$ cat src/rtl/mem_wb_elastic_pkg.sv
// Shared definitions for the MEM/WB elastic stage: reset level, write-enable
// levels, zero/NOP constants, and the two-entry skid buffer state encoding.
package mem_wb_elastic_pkg;

  localparam logic        RST_ENABLE    = 1'b1;
  localparam logic        WRITE_ENABLE  = 1'b1;
  localparam logic        WRITE_DISABLE = 1'b0;
  localparam logic [31:0] ZERO_WORD     = 32'h0000_0000;
  localparam logic [4:0]  NOP_REG_ADDR  = 5'b00000;

  // Encoding equals the number of held entries.
  typedef enum logic [1:0] {
    ST_EMPTY = 2'd0,
    ST_ONE   = 2'd1,
    ST_FULL  = 2'd2
  } skid_state_e;

  function automatic logic [1:0] occupancy_of(input skid_state_e s);
    return s;
  endfunction

endpackage

$ cat src/rtl/mem_wb_elastic_skid2.sv
// Payload-agnostic two-entry elastic buffer (main + skid).
// Handshake: a transfer happens on a rising edge where valid & ready are both
// high; valid never depends on ready, and in_ready depends only on registered
// state, so there is no combinational path from out_ready to in_ready.
import mem_wb_elastic_pkg::*;

module pipe_skid2 #(
  parameter int PAYLOAD_W = 8
) (
  input  logic                 clk,
  input  logic                 rst,
  input  logic                 flush,
  input  logic                 in_valid,
  output logic                 in_ready,
  input  logic [PAYLOAD_W-1:0] in_data,
  output logic                 out_valid,
  input  logic                 out_ready,
  output logic [PAYLOAD_W-1:0] out_data,
  output skid_state_e          state_dbg
);

  skid_state_e          state_q, state_d;
  logic [PAYLOAD_W-1:0] main_q, skid_q;
  logic                 in_fire, out_fire;
  logic                 ld_main_in, ld_main_skid, ld_skid_in;

  assign in_ready  = (state_q != ST_FULL);
  assign out_valid = (state_q != ST_EMPTY);
  assign in_fire   = in_valid & in_ready;
  assign out_fire  = out_valid & out_ready;
  // An empty buffer presents an all-zero payload, i.e. a NOP bubble.
  assign out_data  = out_valid ? main_q : '0;
  assign state_dbg = state_q;

  // Next-state and entry-load decisions; flush overrides both handshakes.
  always_comb begin
    state_d      = state_q;
    ld_main_in   = 1'b0;
    ld_main_skid = 1'b0;
    ld_skid_in   = 1'b0;
    if (flush) begin
      state_d = ST_EMPTY;
    end else begin
      case (state_q)
        ST_EMPTY: begin
          if (in_fire) begin
            ld_main_in = 1'b1;
            state_d    = ST_ONE;
          end
        end
        ST_ONE: begin
          if (in_fire && !out_fire) begin
            ld_skid_in = 1'b1;
            state_d    = ST_FULL;
          end else if (in_fire && out_fire) begin
            ld_main_in = 1'b1;
          end else if (out_fire) begin
            state_d = ST_EMPTY;
          end
        end
        ST_FULL: begin
          if (out_fire) begin
            ld_main_skid = 1'b1;
            state_d      = ST_ONE;
          end
        end
        default: state_d = ST_EMPTY;
      endcase
    end
  end

  // State register; reset wins over everything.
  always_ff @(posedge clk) begin
    if (rst == RST_ENABLE) state_q <= ST_EMPTY;
    else                   state_q <= state_d;
  end

  // Entry storage; reset and flush both clear held payloads.
  always_ff @(posedge clk) begin
    if (rst == RST_ENABLE || flush) begin
      main_q <= '0;
      skid_q <= '0;
    end else begin
      if (ld_main_in)        main_q <= in_data;
      else if (ld_main_skid) main_q <= skid_q;
      if (ld_skid_in)        skid_q <= in_data;
    end
  end

endmodule

$ cat src/rtl/mem_wb_elastic.sv
// MEM/WB elastic pipeline register: packs the MEM-stage writeback bundle
// (GPR ports, HI/LO, LLbit) into one payload word carried through a
// two-entry skid buffer, then unpacks it onto the wb_* outputs.
// With two write ports, port 0 occupies the LSBs of each packed field and
// both ports travel in the same entry; same-address writes are passed through
// untouched (port 1 is the younger write).
import mem_wb_elastic_pkg::*;

module mem_wb_elastic #(
  parameter int DATA_W = 32,
  parameter int NUM_WP = 1,
  parameter int REG_AW = 5
) (
  input  logic                     clk,
  input  logic                     rst,
  input  logic                     flush,
  input  logic                     in_valid,
  output logic                     in_ready,
  input  logic [NUM_WP*REG_AW-1:0] mem_wd,
  input  logic [NUM_WP-1:0]        mem_wreg,
  input  logic [NUM_WP*DATA_W-1:0] mem_wdata,
  input  logic [DATA_W-1:0]        mem_hi,
  input  logic [DATA_W-1:0]        mem_lo,
  input  logic                     mem_whilo,
  input  logic                     mem_LLbit_we,
  input  logic                     mem_LLbit_value,
  output logic                     wb_valid,
  input  logic                     wb_ready,
  output logic [NUM_WP*REG_AW-1:0] wb_wd,
  output logic [NUM_WP-1:0]        wb_wreg,
  output logic [NUM_WP*DATA_W-1:0] wb_wdata,
  output logic [DATA_W-1:0]        wb_hi,
  output logic [DATA_W-1:0]        wb_lo,
  output logic                     wb_whilo,
  output logic                     wb_LLbit_we,
  output logic                     wb_LLbit_value,
  output logic [1:0]               occupancy
);

  localparam int PAYLOAD_W = NUM_WP * (REG_AW + 1 + DATA_W) + 2 * DATA_W + 3;

  if (NUM_WP != 1 && NUM_WP != 2) begin : g_bad_num_wp
    $error("mem_wb_elastic: NUM_WP must be 1 or 2");
  end

  logic [PAYLOAD_W-1:0] in_payload, out_payload;
  skid_state_e          skid_state;

  assign in_payload = {mem_wd, mem_wreg, mem_wdata, mem_hi, mem_lo,
                       mem_whilo, mem_LLbit_we, mem_LLbit_value};

  assign {wb_wd, wb_wreg, wb_wdata, wb_hi, wb_lo,
          wb_whilo, wb_LLbit_we, wb_LLbit_value} = out_payload;

  assign occupancy = occupancy_of(skid_state);

  pipe_skid2 #(
    .PAYLOAD_W(PAYLOAD_W)
  ) u_skid (
    .clk      (clk),
    .rst      (rst),
    .flush    (flush),
    .in_valid (in_valid),
    .in_ready (in_ready),
    .in_data  (in_payload),
    .out_valid(wb_valid),
    .out_ready(wb_ready),
    .out_data (out_payload),
    .state_dbg(skid_state)
  );

endmodule

$ cat config.mk
export PLATFORM = sky130hd
export DESIGN_NAME = mem_wb_elastic
export DESIGN_NICKNAME = d
export VERILOG_FILES = /design/src/rtl/mem_wb_elastic_pkg.sv /design/src/rtl/mem_wb_elastic_skid2.sv /design/src/rtl/mem_wb_elastic.sv
export SDC_FILE = /design/constraint.sdc
export NUM_CORES = 1
export LEC_CHECK = 0
export ABC_AREA = 1
export CAP_MARGIN = 25
export CORE_ASPECT_RATIO = 1.75
export CORE_MARGIN = 1.5
export CORE_UTILIZATION = 34
export CTS_BUF_LIST = sky130_fd_sc_hd__clkbuf_2 sky130_fd_sc_hd__clkbuf_4 sky130_fd_sc_hd__clkbuf_8
export DETAILED_ROUTE_END_ITERATION = 10
export DONT_BUFFER_PORTS = 1
export GPL_TIMING_DRIVEN = 0
export HOLD_SLACK_MARGIN = 0.1
export SYNTH_ARGS = -nofsm -noshare
export SYNTH_HDL_FRONTEND = slang
export SYNTH_SLANG_ARGS = --single-unit
export TNS_END_PERCENT = 100
$ cat constraint.sdc
create_clock -name clk -period 2.1 [get_ports clk]
set_input_delay 0.315 -clock clk [delete_from_list [all_inputs] [get_ports clk]]
set_output_delay 0.315 -clock clk [all_outputs]
set_load 0.005 [all_outputs]
==> results of run 1 <==
repair_timing:
| action | in CTS | in global routing |
|---|---|---|
| cloned | 0 | 0 |
| setup buffers | 2 | 0 |
| endpoints found under the setup margin | 107 | 72 |
| pin swaps | 2 | 1 |
| resized for setup | 21 | 2 |
| hold buffers | 106 | 0 |
| endpoints found under the hold margin | 212 | 0 |
report_power, final:
part | internal (mW) | switching, mW | total, mW
sequential | 4.08 | 0.0167 | 4.09
combinational | 0.336 | 0.568 | 0.905
clock | 2.03 | 1.69 | 3.72
state kept, by name, indices dropped and copies added, names as in the netlist:
| signal | count |
|---|---|
| u_skid.main_q | 105 |
| u_skid.skid_q | 105 |
| u_skid.state_dbg | 2 |
area by class of cell:
class | instances | area share (%)
multi-input combinational | 1067 | 37.6
clock buffer | 53 | 5.53
timing repair buffer | 108 | 8.94
sequential | 212 | 34.9
antenna | 3 | 0.0617
inverter | 116 | 3.58
clock inverter | 4 | 0.164
tap | 378 | 3.88
buffer | 123 | 5.33
layer usage:
| layer | wire, um | track usage (%) | vias up |
|---|---|---|---|
| li1 | - | - | 5078 |
| met2 | 17700 | 41.4 | 354 |
| met5 | 0 | 0 | - |
| met1 | 12600 | 23.0 | 4660 |
| met4 | 1240 | 9.24 | 0 |
| met3 | 1810 | 4.00 | 65 |
per-stage QoR:
step                      total power, mW  worst slack [ps]  util, %
after detailed placement             4.86              -335     36.1
after global placement               4.86              -358     36.1
final                                8.72              56.5     42.5
after CTS                            8.82              16.2     42.5
after global routing                 9.08              9.10     42.5
after floorplan                      4.67               615        -
critical path: cells and delay by family (launching register included):
family / cells / cell delay [ps]
DFF: 1 / 340
and+or+nand+nor: 2 / 290
buffers and inverters: 3 / 550
logic make-up (layout without fill, tap and decap cells):
family	Yosys count	after routing	synth area share, %
compound gates	108	108	5.48
buf+inv	240	404	10.6
flops	212	212	43.0
other cells	0	3	0
simple gates	959	959	40.9
synthesized netlist by cell type:
master	instances	area, um^2
nor2_1	632	2370
dfxtp_1	212	4240
inv_1	110	413
nand2_1	107	402
nand3_1	107	536
nand4_1	106	663
o21ai_0	56	280
o21ai_1	51	255
clkbuf_1	46	173
buf_2	43	215
buf_1	18	67.6
buf_4	10	75.1
buf_6	7	78.8
inv_2	6	22.5
nand2_2	2	12.5
nor2_4	2	22.5
a21oi_1	1	5.00
nand2_4	1	11.3
nor3_1	1	5.00
or2_1	1	6.26
worst paths after layout:
kind / to / cells after the start / start
worst max-delay path: wb_wdata[27] / 5 / u_skid.state_dbg[0]
worst min-delay path: u_skid.state_dbg[1] / 4 / wb_ready
worst max register to register: u_skid.main_q[90] / 9 / u_skid.state_dbg[0]
worst min register to register: u_skid.skid_q[101] / 2 / u_skid.skid_q[101]
placed cells by master (no fill, tap or decap), drive strengths merged, types with 3 or more instances in the layout:
master,count
nand2,110
diode,3
nand4,106
nor2,634
dfxtp,212
buf,78
inv,116
clkbuf,100
nand3,107
clkinv,4
o21ai,107
dlygate4sd3,106
==> results.cfg, run 1 <==
[run_status]
status = complete, no violations

[logic_synthesis]
yosys_warnings = 0
synth_cell_types = 20
synth_area_mm2 = 0.00986
synth_cells = 1519
ys_seq_area_share_pct = 43.0
synth_nets = 1629
ys_ff_latch = 212
syn_area_per_cell_um2 = 6.49

[sta]
hold_viol = 0
slew_headroom_pct = 64.4
skew_ps = 15.9
rsz0062_at_grt = false
setup_viol = 0
tns_ps = 0
drv_slew = 0
holdWs_ps = 303
timing.fmax_mhz = 489
worst_slew_pin_slew_ps = 534
fin_crit_sh_pct = 97.3
final.min_clock_period_ps = 2040

[grt]
grt_pass1_vias = 9848
grt_max_degree = 20
grt_overflow = 0
antenna_found_initial = 3
track_usage_pct = 21.7
grt_first_pass_wirelength_um = 52200

[critical_path]
critical_path.endpoint_type = output pin
cp-start-kind = flip-flop
crit_slowest_cell = dfxtp_1
worstPathRequired_ps = 1780
r2r_setup_slack_ps = 240
max_stage_delay_ps = 340
worst_ep_arrival_time_ps = 1730
crit_path_cell_trace = buf_4 -> nor2_4 -> buf_12 -> clkbuf_4 -> nor2_1
critPathKind = flip-flop to output pin
crit_path_max_fanout = 10

[cells_and_area]
layoutNonFillerInstCount = 2064
seqCellArea_mm2 = 0.00425
nets = 1773
drive_above_1_share_pct = 8.20
n_fill_cell = 3045
final_area_mm2 = 0.0122
synthToLayoutAreaGrowth_pct = 23.5
multi_input_area_mm2 = 0.00458

[routing]
dr.pass1.iters = 5
drtIter0Drc = 477
viasPerCell = 4.92
vias = 10157
drc = 0
wl_per_cell_um = 16.2
wl_um = 33400
ant_nets = 0

[power]
p_leak_nw = 4.71
max-vdd-ir-drop_v = 0.000470
powerDensity_mw_per_mm2 = 716

[clock_tree]
clock_path_buffers = 3
clkSinkCount = 212
cts_tree = yes
cts-htree-levels = 2
clkTransAtPathRegs_ps = 60
numCtsBuffers = 35
clk_latency_ps = 540
clockRootBuffer = clkbuf_8

[die]
start_util_pct = 34.4
num_rows = 82
die_w_um = 132
die_y_um = 228
core_region_area_mm2 = 0.0286
die_area_mm2 = 0.0301
ios = 219

[placed_design]
portBuffers = 0
dp_hpwl_um = 23700
dp.cells = 1897
place_area_mm2 = 0.0103
place_congestion = 0.816

[hold_path]
hp-class = input port to flip-flop

[job]
maxCapViolations = 0
(Power assumes the default switching activity.)
==> run 2, diff against run 1 <==
--- a/constraint.sdc
+++ b/constraint.sdc
@@ -3,2 +3,2 @@
 set_output_delay 0.315 -clock clk [all_outputs]
-set_load 0.005 [all_outputs]
+set_load 0.05 [all_outputs]
==> run 2 against run 1 <==
Net effect:
- the run now ends with setup timing left
- flip-flop and latch count unchanged
- core utilization increased by 4.5 points
- hold slack got worse by 160 ps
- sequential share of layout area decreased by 3.3 points
- global-route usage increased by 1.1 points
- non-clock buffer count increased by 22
- die area unchanged
- largest cell class unchanged
- highest routed layer unchanged
==> results.cfg, run 2 (synthesis results as in run 1) <==
[sta]
worst_slew_pin_slew_ps = 537
slew_headroom_pct = 64.2
rsz0062_at_grt = true
setup_viol = 95
drv_slew = 0
holdWs_ps = 138
hold_viol = 0
finalWorstSetupSlack_ps = -158
skew_ps = 26.8
fin_crit_sh_pct = 108
timing.fmax_mhz = 443
final.min_clock_period_ps = 2260

[grt]
grt_max_degree = 14
grt_overflow = 0
grt_pass1_vias = 10288
track_usage_pct = 22.8
antenna_found_initial = 2
grt_first_pass_wirelength_um = 54800

[power]
p_int_mw = 6.52
powerDensity_mw_per_mm2 = 663
p_sw_mw = 2.40
combPwrFrac_pct = 12.8
clkPwrFrac_pct = 41.2
p_sw_share_pct = 26.9
p_leak_nw = 4.97
seqPwrFrac_pct = 45.9
max-vdd-ir-drop_v = 0.000661

[cells_and_area]
drive_above_1_share_pct = 15.7
final_cell_mix = nor2_1 (526), dfxtp_1 (210), inv_1 (108), nor2_4 (108), nand3_1 (107)
synthToLayoutAreaGrowth_pct = 36.5
nets = 1794
layout_commonest_cell = nor2_1
final_area_mm2 = 0.0135

[clock_tree]
numCtsBuffers = 34
clk_latency_ps = 540
clock_path_buffers = 3
clkTransAtPathRegs_ps = 70
clkSinkCount = 212
clockRootBuffer = clkbuf_8
cts-htree-levels = 2
cts_tree = yes

[job]
maxCapViolations = 0

[critical_path]
worstPathRequired_ps = 1780
cpLargestDelayFamily = buffers and inverters
max_stage_delay_ps = 460
worst_ep_arrival_time_ps = 1940
cp.buffers_inverters = 4
critical_path.endpoint_type = output pin
cp-start-kind = flip-flop
crit_path_cell_trace = buf_6 -> nor2_4 -> buf_12 -> buf_12 -> buf_16 -> nor2_4
crit_path_max_fanout = 5
crit_slowest_cell = dfxtp_4
critPathKind = flip-flop to output pin

[routing]
wl_um = 34700
drc = 0
vias = 10251
dr.pass1.iters = 5
wl_per_cell_um = 16.7
ant_nets = 0
viasPerCell = 4.93
drtIter0Drc = 608

[die]
core_region_area_mm2 = 0.0286
die_y_um = 228
die_area_mm2 = 0.0301
start_util_pct = 34.4
die_w_um = 132
ios = 219
num_rows = 82

[placed_design]
place_congestion = 0.791
place_area_mm2 = 0.0105
dp_hpwl_um = 23900
portBuffers = 0

[hold_path]
hp-class = input port to flip-flop

[run_status]
violations = setup timing
status = finished, violations left
## run 2: cell types whose count changed in the layout (fill, tap and decap cells not counted), sizes merged
cell | previous run | this run
diode | 3 | 2
clkbuf | 100 | 97
bufinv | 0 | 1
clkinvlp | 0 | 3
inv | 116 | 114
clkinv | 4 | 1
buf | 78 | 100
## run 2: power groups by stage
stage | logic, mW | registers [mW] | clock network (mW)
6_report | 1.14 | 4.10 | 3.68
3_5_place_dp | 0.734 | 4.19 | 0
2_1_floorplan | 0.538 | 4.18 | 0
3_3_place_gp | 0.730 | 4.18 | 0
4_1_cts | 1.11 | 4.09 | 3.77
5_1_grt | 1.24 | 4.10 | 3.91
## run 2: stage by stage
stage | power (mW) | cells | TNS, ps | utilization (%) | setup slack (ps)
3_5_place_dp | 4.92 | 1897 | -93410 | 36.5 | -840
5_1_grt | 9.25 | 2081 | -16510 | 47.0 | -206
6_report | 8.92 | 2081 | -11160 | 47.0 | -158
2_1_floorplan | 4.72 | 1519 | -10680 | - | -209
4_1_cts | 8.98 | 2072 | -11820 | 46.6 | -203
3_3_place_gp | 4.91 | 1897 | -94420 | 36.5 | -881
## run 2: cell type report
class	instances	area, um^2
fill	2881	15200
multi-input combinational	1067	5380
sequential	212	4250
timing repair buffer	130	1400
buffer	123	835
clock buffer	50	626
tap	378	473
inverter	116	443
clock inverter	3	42.5
antenna	2	5.00
## run 2: layer usage
metal	part of all wire (%)	global-route usage (%)	wire length, um
met5	0	0	0
met1	38	24.1	13100
met3	4.6	4.16	1590
met4	3.7	9.58	1270
met2	54	43.6	18700
## run 2: worst min-delay path, delay by kind of cell
kind / cells / cell delay [ps]
AND/OR/NAND/NOR: 4 / 300
## run 2: worst paths after layout
| kind | from | end | slack (ps) | cells after the start |
|---|---|---|---|---|
| max | u_skid.state_dbg[0] | wb_hi[14] | -160 | 6 |
| min | mem_lo[1] | u_skid.main_q[4] | 140 | 4 |
| max reg2reg | u_skid.state_dbg[0] | u_skid.main_q[20] | 120 | 9 |
| min reg2reg | u_skid.skid_q[99] | u_skid.skid_q[99] | 480 | 2 |
## run 2: repair_timing
| item | CTS | global route |
|---|---|---|
| cloned | 6 | 1 |
| hold buffers | 106 | 0 |
| resized for setup | 222 | 23 |
| hold endpoints to repair | 211 | 0 |
| setup buffers | 11 | 7 |
| pin swaps | 10 | 16 |
| setup endpoints to repair | 265 | 149 |
==> run 3, diff against run 2 <==
- PLACE_DENSITY: not set -> 0.52
- REMOVE_ABC_BUFFERS: not set -> 1
- SETUP_SLACK_MARGIN: not set -> 0.2
==> run 3 against run 2 <==
Net effect:
- the run still ends with setup timing left
- setup slack got worse by 64 ps
- critical path type unchanged
- combinational power grew 4%
- total power is 2.1% higher
- critical endpoint is now wb_valid
- wire length up 16%
- final area is 2.6% higher
- die area unchanged
- sequential share of layout area fell by 0.80 points
- count of clock-buffer cells in the layout grew 7
- sequential power about the same
- fmax down 2.8%
==> results.cfg, run 3 (synthesis results as in run 1) <==
[routing]
viasPerCell = 5.20
drtIter0Drc = 756
drc = 0
wl_um = 40300
wl_per_cell_um = 19.9
vias = 10505
ant_nets = 0
dr.pass1.iters = 6

[critical_path]
critPathKind = flip-flop to output pin
r2r-start = u_skid.state_dbg[0]
crit_path_max_fanout = 9
cpLargestDelayFamily = buffers and inverters
crit_path_cell_trace = nor2_4 -> buf_12 -> buf_6 -> clkinvlp_4
rr_endpoint = u_skid.main_q[14]
crit_slowest_cell = dfxtp_4
worst_ep_arrival_time_ps = 2010
critical_path.endpoint_type = output pin
cp.buffers_inverters = 3
r2r_setup_slack_ps = 60
max_stage_delay_ps = 480
reg2reg_depth = 8
cp-start-kind = flip-flop
worstPathRequired_ps = 1780

[clock_tree]
cts-htree-levels = 2
clk_latency_ps = 550
cts_tree = yes
numCtsBuffers = 34
clock_path_buffers = 3
clkTransAtPathRegs_ps = 70
clockRootBuffer = clkbuf_8
clkSinkCount = 212

[cells_and_area]
final_cell_mix = nor2_1 (526), dfxtp_1 (210), nor2_4 (110)
synthToLayoutAreaGrowth_pct = 40.1
drive_above_1_share_pct = 15.9
layoutNonFillerInstCount = 2020
n_fill_cell = 2780
layout_commonest_cell = nor2_1
nets = 1727

[sta]
finalWorstSetupSlack_ps = -222
rsz0062_at_grt = true
tns_ps = -13730
timing.fmax_mhz = 431
skew_ps = 27.1
drv_slew = 0
slew_headroom_pct = 52.1
worst_slew_pin_slew_ps = 718
fin_crit_sh_pct = 111
setup_viol = 97
final.min_clock_period_ps = 2320
hold_viol = 0

[placed_design]
portBuffers = 0
dp_hpwl_um = 18200
dp.cells = 1788
place_congestion = 0.754
post-place-ws_ps = -1640

[hold_path]
min_to = u_skid.main_q[69]
holdCritStartpoint = wb_ready
hp-class = input port to flip-flop
hold_depth = 4

[run_status]
status = finished, violations left
violations = setup timing

[power]
powerDensity_mw_per_mm2 = 659
fin_total_pwr_mw = 9.10
p_leak_nw = 5.06
max-vdd-ir-drop_v = 0.000474

[die]
die_w_um = 132
die_y_um = 228
core_region_area_mm2 = 0.0286
start_util_pct = 34.4
ios = 219
num_rows = 82
die_area_mm2 = 0.0301

[grt]
antenna_found_initial = 3
grt_overflow = 0
grt_max_degree = 109
track_usage_pct = 25.0
grt_pass1_vias = 10098
grt_first_pass_wirelength_um = 59200

[job]
maxCapViolations = 0
## run 3: cell types whose count changed in the layout (fill, tap and decap cells not counted), sizes merged, moves of 2 or more
cell / delta
nor2: +2
buf: -45
clkbuf: -32
nand2: +6
bufbuf: +5
diode: +2
dlygate4sd3: +3
## run 3: routing by layer
metal | wire length, um | vias to the layer above | GRT usage, %
li1 | - | 5015 | -
met1 | 15200 | 5010 | 27.7
met2 | 21500 | 393 | 45.7
met3 | 2140 | 87 | 4.27
met4 | 1530 | 0 | 12.6
met5 | 0 | - | 0
## run 3: worst max-delay path by stage
| stage | start | to | slack, ps | cells after the start |
|---|---|---|---|---|
| after floorplan | u_skid.state_dbg[0] | u_skid.state_dbg[1] | -3600 | 4 |
| after global placement | u_skid.state_dbg[0] | u_skid.state_dbg[1] | -6670 | 4 |
| after detailed placement | u_skid.state_dbg[0] | u_skid.skid_q[75] | -1640 | 8 |
| after CTS | u_skid.state_dbg[0] | wb_lo[10] | -250 | 4 |
| after global routing | u_skid.state_dbg[0] | wb_hi[20] | -270 | 4 |
| final | u_skid.state_dbg[0] | wb_valid | -220 | 4 |
## run 3: final cells by class
type	instances	area (um^2)	share of cell area [%]
clock buffer	57	703	5.09
timing repair buffer	177	2360	17.1
multi-input combinational	1075	5520	40.0
timing repair inverter	1	8.76	0.0634
sequential	212	4250	30.8
inverter	116	474	3.43
antenna	4	10.0	0.0725
tap	378	473	3.43
## run 3: timing repair
| item | 4_1_cts | 5_1_grt |
|---|---|---|
| setup buffers | 27 | 8 |
| setup endpoints to repair | 319 | 278 |
| gates resized for setup | 249 | 14 |
| hold buffers | 107 | 2 |
| endpoints found under the hold margin | 212 | 12 |
| gates cloned | 20 | 7 |
| pin swaps | 20 | 19 |
## run 3: worst register-to-register path: stages, from the launching register on
cell	delay [ps]
dfxtp_4	620
buf_2	270
inv_1	60
nand4_1	210
nand2_8	190
bufbuf_16	360
nor2_1	130
nor2_1	50
nor2_1	70
## run 3: through the flow
stage | util, % | hold slack, ps | area (um^2)
CTS | 47.1 | -20.0 | 13500
global route | 48.2 | 102 | 13800
global placement | 34.0 | 463 | 9720
detailed placement | 35.3 | 473 | 10100
finish | 48.2 | 78.8 | 13800
floorplan | - | 456 | 9250
## run 3: report_power, final
part / internal, mW / total [mW] / switching [mW]
clock: 2.09 / 3.81 / 1.72
combinational: 0.463 / 1.19 / 0.723
sequential: 4.07 / 4.10 / 0.0274
total: 6.63 / 9.10 / 2.47
